File: src/rtl/uart_tx_cfg.sv
// UART transmitter with run-time frame configuration.
// Frame: start bit, DATA_W data bits LSB first, optional parity, one or two stop bits.
// A 1-deep holding register lets a second word queue while a frame is on the line.
// Frame settings are latched with each word, so mid-frame input changes are ignored.
module uart_tx_cfg #(
    parameter int DATA_W  = 8,
    parameter int PRESC_W = 6
) (
    input  logic               CLK,
    input  logic               RST,
    input  logic               Data_Valid,
    input  logic [DATA_W-1:0]  P_DATA,
    input  logic               PAR_EN,
    input  logic               PAR_TYP,
    input  logic               STOP2,
    input  logic [PRESC_W-1:0] PRESCALE,
    output logic               TX_OUT,
    output logic               Busy,
    output logic               Ready
);

    localparam int IDX_W = (DATA_W > 1) ? $clog2(DATA_W) : 1;
    localparam logic [IDX_W-1:0]   LAST_IDX = IDX_W'(DATA_W - 1);
    localparam logic [IDX_W-1:0]   IDX_ONE  = IDX_W'(1);
    localparam logic [PRESC_W-1:0] PRE_ONE  = PRESC_W'(1);

    typedef enum logic [2:0] {
        IDLE,
        START,
        DATA,
        PARITY,
        STOP
    } state_t;

    state_t              state;
    logic [PRESC_W-1:0]  presc_cnt;
    logic [PRESC_W-1:0]  cur_len;
    logic [IDX_W-1:0]    bit_idx;
    logic                stop_left;
    logic [DATA_W-1:0]   shift_reg;
    logic                cur_par_en;
    logic                cur_par_bit;
    logic                cur_stop2;
    logic [DATA_W-1:0]   hold_data;
    logic                hold_full;

    logic                accept;
    logic                bit_end;
    logic                frame_end;
    logic                hold_move;
    logic                direct_load;
    logic                hold_load;
    logic                start_frame;
    logic [DATA_W-1:0]   load_word;
    logic [PRESC_W-1:0]  new_len;

    // Even parity is the XOR of the data bits; odd parity inverts it.
    function automatic logic parity_bit(input logic [DATA_W-1:0] d, input logic odd);
        return (^d) ^ odd;
    endfunction

    // A prescale of zero would give a zero-length bit, so it is promoted to one.
    function automatic logic [PRESC_W-1:0] bit_len(input logic [PRESC_W-1:0] p);
        return (p == '0) ? PRE_ONE : p;
    endfunction

    assign Ready       = ~hold_full;
    assign accept      = Data_Valid & Ready;
    assign bit_end     = (presc_cnt == '0);
    assign frame_end   = (state == STOP) & bit_end & ~stop_left;
    assign hold_move   = frame_end & hold_full;
    // A word goes straight to the shift register when the line is free on this edge.
    assign direct_load = accept & ~hold_full & ((state == IDLE) | frame_end);
    assign hold_load   = accept & ~direct_load;
    assign start_frame = direct_load | hold_move;
    assign load_word   = hold_move ? hold_data : P_DATA;
    assign new_len     = bit_len(PRESCALE);

    // Frame sequencer: holding register, bit timing, and registered line/busy outputs.
    always_ff @(posedge CLK or negedge RST) begin
        if (!RST) begin
            state       <= IDLE;
            TX_OUT      <= 1'b1;
            Busy        <= 1'b0;
            presc_cnt   <= '0;
            cur_len     <= '0;
            bit_idx     <= '0;
            stop_left   <= 1'b0;
            shift_reg   <= '0;
            cur_par_en  <= 1'b0;
            cur_par_bit <= 1'b0;
            cur_stop2   <= 1'b0;
            hold_data   <= '0;
            hold_full   <= 1'b0;
        end else begin
            if (hold_load) begin
                hold_data <= P_DATA;
                hold_full <= 1'b1;
            end else if (hold_move) begin
                hold_full <= 1'b0;
            end

            if (start_frame) begin
                state       <= START;
                Busy        <= 1'b1;
                TX_OUT      <= 1'b0;
                shift_reg   <= load_word;
                cur_len     <= new_len;
                presc_cnt   <= new_len - PRE_ONE;
                cur_par_en  <= PAR_EN;
                cur_par_bit <= parity_bit(load_word, PAR_TYP);
                cur_stop2   <= STOP2;
                bit_idx     <= '0;
                stop_left   <= 1'b0;
            end else if (state != IDLE) begin
                presc_cnt <= bit_end ? (cur_len - PRE_ONE) : (presc_cnt - PRE_ONE);
                if (bit_end) begin
                    case (state)
                        START: begin
                            state     <= DATA;
                            TX_OUT    <= shift_reg[0];
                            shift_reg <= shift_reg >> 1;
                            bit_idx   <= '0;
                        end
                        DATA: begin
                            if (bit_idx == LAST_IDX) begin
                                if (cur_par_en) begin
                                    state  <= PARITY;
                                    TX_OUT <= cur_par_bit;
                                end else begin
                                    state     <= STOP;
                                    TX_OUT    <= 1'b1;
                                    stop_left <= cur_stop2;
                                end
                            end else begin
                                bit_idx   <= bit_idx + IDX_ONE;
                                TX_OUT    <= shift_reg[0];
                                shift_reg <= shift_reg >> 1;
                            end
                        end
                        PARITY: begin
                            state     <= STOP;
                            TX_OUT    <= 1'b1;
                            stop_left <= cur_stop2;
                        end
                        STOP: begin
                            if (stop_left) begin
                                stop_left <= 1'b0;
                            end else begin
                                state     <= IDLE;
                                Busy      <= 1'b0;
                                TX_OUT    <= 1'b1;
                                presc_cnt <= '0;
                            end
                        end
                        default: begin
                            state  <= IDLE;
                            Busy   <= 1'b0;
                            TX_OUT <= 1'b1;
                        end
                    endcase
                end
            end
        end
    end

endmodule

File: config.mk
export PLATFORM = sky130hd
export DESIGN_NAME = uart_tx_cfg
export DESIGN_NICKNAME = d
export VERILOG_FILES = /design/src/rtl/uart_tx_cfg.sv
export SDC_FILE = /design/constraint.sdc
export NUM_CORES = 1
export LEC_CHECK = 0
export CAP_MARGIN = 20
export CORE_ASPECT_RATIO = 0.9
export CORE_MARGIN = 3
export CORE_UTILIZATION = 40
export DETAILED_ROUTE_END_ITERATION = 8
export GPL_TIMING_DRIVEN = 0
export MAX_ROUTING_LAYER = met4
export PLACE_DENSITY_LB_ADDON = 0.1
export SETUP_SLACK_MARGIN = 0.02
export SLEW_MARGIN = 10
export SYNTH_ARGS = -nofsm -noshare
export SYNTH_HDL_FRONTEND = slang
export SYNTH_SLANG_ARGS = --single-unit
File: constraint.sdc
create_clock -name CLK -period 3.25 [get_ports CLK]
set_input_delay 0.8125 -clock CLK [delete_from_list [all_inputs] [get_ports CLK]]
set_output_delay 0.8125 -clock CLK [all_outputs]
set_load 0.02 [all_outputs]
After elaboration in Yosys (flattened, before gate mapping)
Cells that the tools add are included.
{"block": "classes", "n_addsub": 4, "eq_ne": 10, "muxes": 45, "bitwise_logic": 13, "n_reduce_logical": 16}
{"op": "6-bit two-way mux", "n": 7}
{"op": "8-bit two-way mux", "n": 5}
{"op": "3-bit two-way mux", "n": 10}
{"op": "6-bit by 1-bit subtractor with 6-bit output, second input constant", "n": 3}
{"op": "1-bit two-way mux", "n": 17}
{"op": "8-bit case mux with 2 select lines", "n": 1}
{"op": "6-bit logical NOT", "n": 2}
{"op": "3-bit != test, second input constant", "n": 4}
{"op": "3-bit case mux with 4 select lines", "n": 1}
{"op": "4-bit AND reduction", "n": 3}
{"op": "8-bit XOR reduction", "n": 1}
{"op": "1-bit AND", "n": 7}
{"op": "3-bit by 2-bit == test with 1-bit output, second input constant", "n": 2}
{"op": "3-bit == test, second input constant", "n": 2}
{"op": "1-bit case mux with 3 select lines", "n": 2}
{"op": "3-bit case mux with 2 select lines", "n": 1}
{"op": "2-bit nonzero test", "n": 3}
{"op": "3-bit nonzero test", "n": 2}
{"op": "5-bit AND reduction", "n": 1}
{"op": "4-bit nonzero test", "n": 1}
{"op": "3-bit by 1-bit adder with 3-bit output, second input constant", "n": 1}
{"op": "3-bit by 1-bit == test with 1-bit output, second input constant", "n": 1}
{"op": "3-bit logical NOT", "n": 1}
{"op": "1-bit inverter", "n": 3}
{"op": "6 further kinds", "n": 7}
{"block": "totals", "register_bits": 41, "input_bits": 20, "wordCells": 101}

Logic depth before layout (Yosys ltp)
{"block": "depth", "depth_word": 8, "mapped_depth": 8, "depth_no_buf": 7}

Worst setup path after synthesis
Ideal clock, no wire load.
{"block": "synth_timing", "path_type": "flip-flop to flip-flop", "from": "register presc_cnt[0]", "to": "register hold_data[0]", "setup_time_ns": 0.125, "t_arrival_ns": 2.218, "required_ns": 3.125, "slack_ns": 0.907, "path_stages_with_launch": 8, "path_buffers": 2, "period_less_slack_ns": 2.343, "cell_sequence": "dfrtp_1 -> or4_4 -> buf_6 -> or4_4 -> a21oi_4 -> nor2b_2 -> buf_6 -> mux2_4"}
{"block": "synth_via", "elab_chain_len": 7}
{"item": "start, declared", "line_no": "36", "rtl": "logic [PRESC_W-1:0] presc_cnt;"}
{"item": "start signal, assigned", "line_no": "109", "rtl": "presc_cnt <= new_len - PRE_ONE;"}
{"item": "start signal, assigned", "line_no": "116", "rtl": "presc_cnt <= bit_end ? (cur_len - PRE_ONE) : (presc_cnt - PRE_ONE);"}
{"item": "6-bit logical NOT", "line_no": "69", "rtl": "assign bit_end = (presc_cnt == '0);"}
{"item": "1-bit AND (2 in series)", "line_no": "70", "rtl": "assign frame_end = (state == STOP) & bit_end & ~stop_left;"}
{"item": "1-bit OR", "line_no": "73", "rtl": "assign direct_load = accept & ~hold_full & ((state == IDLE) | frame_end);"}
{"item": "1-bit AND", "line_no": "73"}
{"item": "1-bit inverter", "line_no": "74", "rtl": "assign hold_load = accept & ~direct_load;"}
{"item": "1-bit AND", "line_no": "74"}
{"item": "end signal, assigned", "line_no": "93", "rtl": "hold_data <= '0;"}
{"item": "end signal, assigned", "line_no": "97", "rtl": "hold_data <= P_DATA;"}
{"item": "end, declared", "line_no": "44", "rtl": "logic [DATA_W-1:0] hold_data;"}
Every way passes these cells.
A chain may end at the register's enable or synchronous reset.

Worst setup path in the final report
{"block": "layout_timing", "from": "register presc_cnt[0]", "to": "register cur_len[1]"}
{"block": "layout_via", "elab_chain_len": 6, "elab_cells_between_ends": 7}
{"item": "6-bit logical NOT *", "line_no": "69"}
{"item": "1-bit AND * (2 in series)", "line_no": "70"}
{"item": "1-bit OR", "line_no": "73"}
{"item": "1-bit AND", "line_no": "73"}
{"item": "1-bit OR *", "line_no": "75", "rtl": "assign start_frame = direct_load | hold_move;"}
{"item": "end signal, assigned", "line_no": "108", "rtl": "cur_len <= new_len;"}
{"item": "end, declared", "line_no": "37", "rtl": "logic [PRESC_W-1:0] cur_len;"}
Mark *: on every way between the ends. The rest lies on a longest branch, timed or not.

==> impl_metrics.toml <==
[worst_setup_path]
cp_cell_sequence = "or4_4 > buf_6 > nor4_1 > o21ai_1 > clkbuf_1 > nand2_1 > o21ai_0"
cp.arrival_ps = 2960
required_ps = 3400
start_kind = "register"
worstSetupPathType = "register to register"
crit_family = "simple AND/OR/NAND/NOR gates"
slowest_delay_ps = 620
cp_max_fo = 10
cp_slowest_cell = "nor4_1"
crit_path_end_kind = "register"
crit_buf_inv = 2

[routing]
wl_um = 5600
vias = 1944
drtIter0Drc = 104
post_drt_wl_per_cell_um = 15.1
first_pass_iters = 4
ant_nets = 0
viasPerCell = 5.23
drc = 0

[synthesis]
synth-async-reset-ratio_pct = 100
syn_inst = 257
yosys.cell_types.count = 60
synth_fp_nets = 280
synth_area_mm2 = 0.00254
synth_warnings = 0
syn-mean-instance-area_um2 = 9.90
ys_seq_area_share_pct = 40.4
synth_ff_type = "dfrtp_1"
synth.ff_latch_count = 41
synth_edf_count = 0

[clock_network]
cts_made_buffers = 5
cts_htree_levels = 2
clockRootBuffer = "clkbuf_8"
post_cts_buffers = 0
cts_tree = "yes"
path_clk_slew_ps = 80
cts_hold_buf = 0
worstSkewPairLatency_ps = 290
ctsResizeCount = 0
clock_sinks = 41
cts_max_path_buffers = 2

[placed_design]
portBuffers = 22
dp.cells = 364
dp_hpwl_um = 4230
place_congestion = 0.795

[global_route]
grt_pass1_wl_um = 9380
antenna_found_initial = 0
grt_overflow = 0
grt_max_degree = 24
first_global_vias = 1826
gr-usage-all-layers_pct = 16.5

[cells_and_area]
syn_to_final_growth_pct = 18.9
drive_gt1_share_pct = 13.2
finalNonFillerCells = 372
n_antenna_cell = 0
multi_input_comb_area_mm2 = 0.00141
regArea_mm2 = 0.00103
nFillCells = 576
num-nets-final = 310

[floorplan]
ios = 23
die_area_mm2 = 0.00736
die_h_um = 81.7
rows = 26
coreArea_mm2 = 0.00592
initial_core_util_pct = 43.0
die_w_um = 90.1

[sta]
clock_skew_ps = 7.99
hold_viol = 0
finalMaxSlewViolations = 0
rsz0062_at_grt = "no"
finalCritPeriodShare_pct = 86.4
slew-limit-headroom_pct = 45.3
setup_tns_ps = 0
worstMarginPinSlew_ps = 812
finalSetupViolCount = 0
max_clock_freq_ghz = 0.356
finalCriticalPeriod_ps = 2810

[power_and_ir_drop]
total_leakage_power_nw = 1.28
p_per_area_mw_per_mm2 = 449
vdd_drop_max_mv = 0.252

[hold_path]
hold_path_class = "input pin to asynchronous set/reset pin"

[flow_run]
drv_cap = 0

[status]
status = "completed"
final timing paths:
check / slack (ps) / start / depth (start not counted) / end
worst max-delay path: 440 / presc_cnt[0]$_DFFE_PN0P_ / 7 / cur_len[1]$_DFFE_PN0P_
worst min-delay path: 470 / RST / 1 / presc_cnt[4]$_DFFE_PN0P_
worst max register to register: 440 / presc_cnt[0]$_DFFE_PN0P_ / 7 / cur_len[1]$_DFFE_PN0P_
worst min register to register: 500 / cur_len[2]$_DFFE_PN0P_ / 2 / cur_len[2]$_DFFE_PN0P_
max in group asynchronous: 2290 / RST / 2 / bit_idx[1]$_DFFE_PN0P_
min in group CLK: 500 / cur_len[2]$_DFFE_PN0P_ / 2 / cur_len[2]$_DFFE_PN0P_
final cells by class:
cell class | count | area share [%]
clock inverters | 3 | 2.15
repair buffers | 23 | 8.02
flip-flops and latches | 41 | 33.9
inverters | 9 | 1.12
plain buffers | 13 | 2.44
multi-input cells | 194 | 46.6
well taps | 84 | 3.47
clock buffers | 5 | 2.27
cells by family after synthesis:
family / Yosys count / share of synthesized area (%)
compound gates: 63 / 17.4
xor+xnor: 20 / 7.42
fa+ha+maj: 3 / 1.48
buf+inv: 22 / 4.23
flops: 41 / 40.4
mux: 33 / 14.6
simple gates: 75 / 14.5
routing by layer:
metal | part of all wire (%) | vias to the layer above | track usage [%] | wire length (um)
li1 | - | 983 | - | -
met1 | 56 | 929 | 25.6 | 3140
met2 | 39 | 28 | 21.8 | 2190
met3 | 4.4 | 4 | 3.39 | 245
met4 | 0.48 | 0 | 3.82 | 27
met5 | 0 | - | - | 0
cells in the final DEF (no fill, tap or decap), drive strengths merged, types with 2 or more instances in the layout:
| cell type | count |
|---|---|
| a21o | 3 |
| a21oi | 14 |
| a31oi | 3 |
| buf | 9 |
| bufinv | 2 |
| clkbuf | 11 |
| clkdlybuf4s50 | 21 |
| dfrtp | 40 |
| ha | 3 |
| inv | 9 |
| mux2 | 9 |
| mux2i | 24 |
| nand2 | 28 |
| nand2b | 2 |
| nand3 | 9 |
| nor2 | 18 |
| nor2b | 2 |
| nor3 | 3 |
| o211ai | 3 |
| o21a | 2 |
| o21ai | 16 |
| o221a | 2 |
| o221ai | 4 |
| o22ai | 2 |
| o2bb2ai | 2 |
| or3 | 3 |
| or4 | 3 |
| xnor2 | 13 |
| xor2 | 6 |
cell usage after synthesis, drive strengths merged, types with 3 or more instances:
| master | instances | area [um2] |
|---|---|---|
| a21o | 3 | 23.8 |
| a21oi | 14 | 92.6 |
| a31oi | 3 | 18.8 |
| buf | 7 | 51.3 |
| clkbuf | 6 | 22.5 |
| dfrtp | 40 | 1000 |
| ha | 3 | 37.5 |
| inv | 9 | 33.8 |
| mux2 | 9 | 131 |
| mux2i | 24 | 240 |
| nand2 | 28 | 105 |
| nand3 | 9 | 45.0 |
| nor2 | 18 | 70.1 |
| nor3 | 3 | 15.0 |
| o211ai | 3 | 22.5 |
| o21ai | 16 | 80.1 |
| o221ai | 4 | 35.0 |
| or3 | 3 | 25.0 |
| or4 | 3 | 30.0 |
| xnor2 | 13 | 114 |
| xor2 | 6 | 52.6 |
report_power, final:
group	leakage (nW)	internal, mW	switching [mW]
Combinational	0.752	0.172	0.111
Sequential	0.464	0.550	0.0388
Clock	0.0681	0.305	0.182
metrics by stage:
stage / instance area [um2] / utilization, % / power, mW / worst slack (ps) / hold slack (ps)
5_1_grt: 3030 / 51.1 / 1.44 / 213 / 492
2_1_floorplan: 2540 / - / 0.797 / 907 / 446
6_report: 3030 / 51.1 / 1.36 / 442 / 472
3_3_place_gp: 2870 / 48.5 / 0.877 / 187 / 480
4_1_cts: 3030 / 51.1 / 1.38 / 451 / 486
3_5_place_dp: 2890 / 48.9 / 0.884 / 350 / 479
Note: power is estimated with default switching activity, not from simulation.
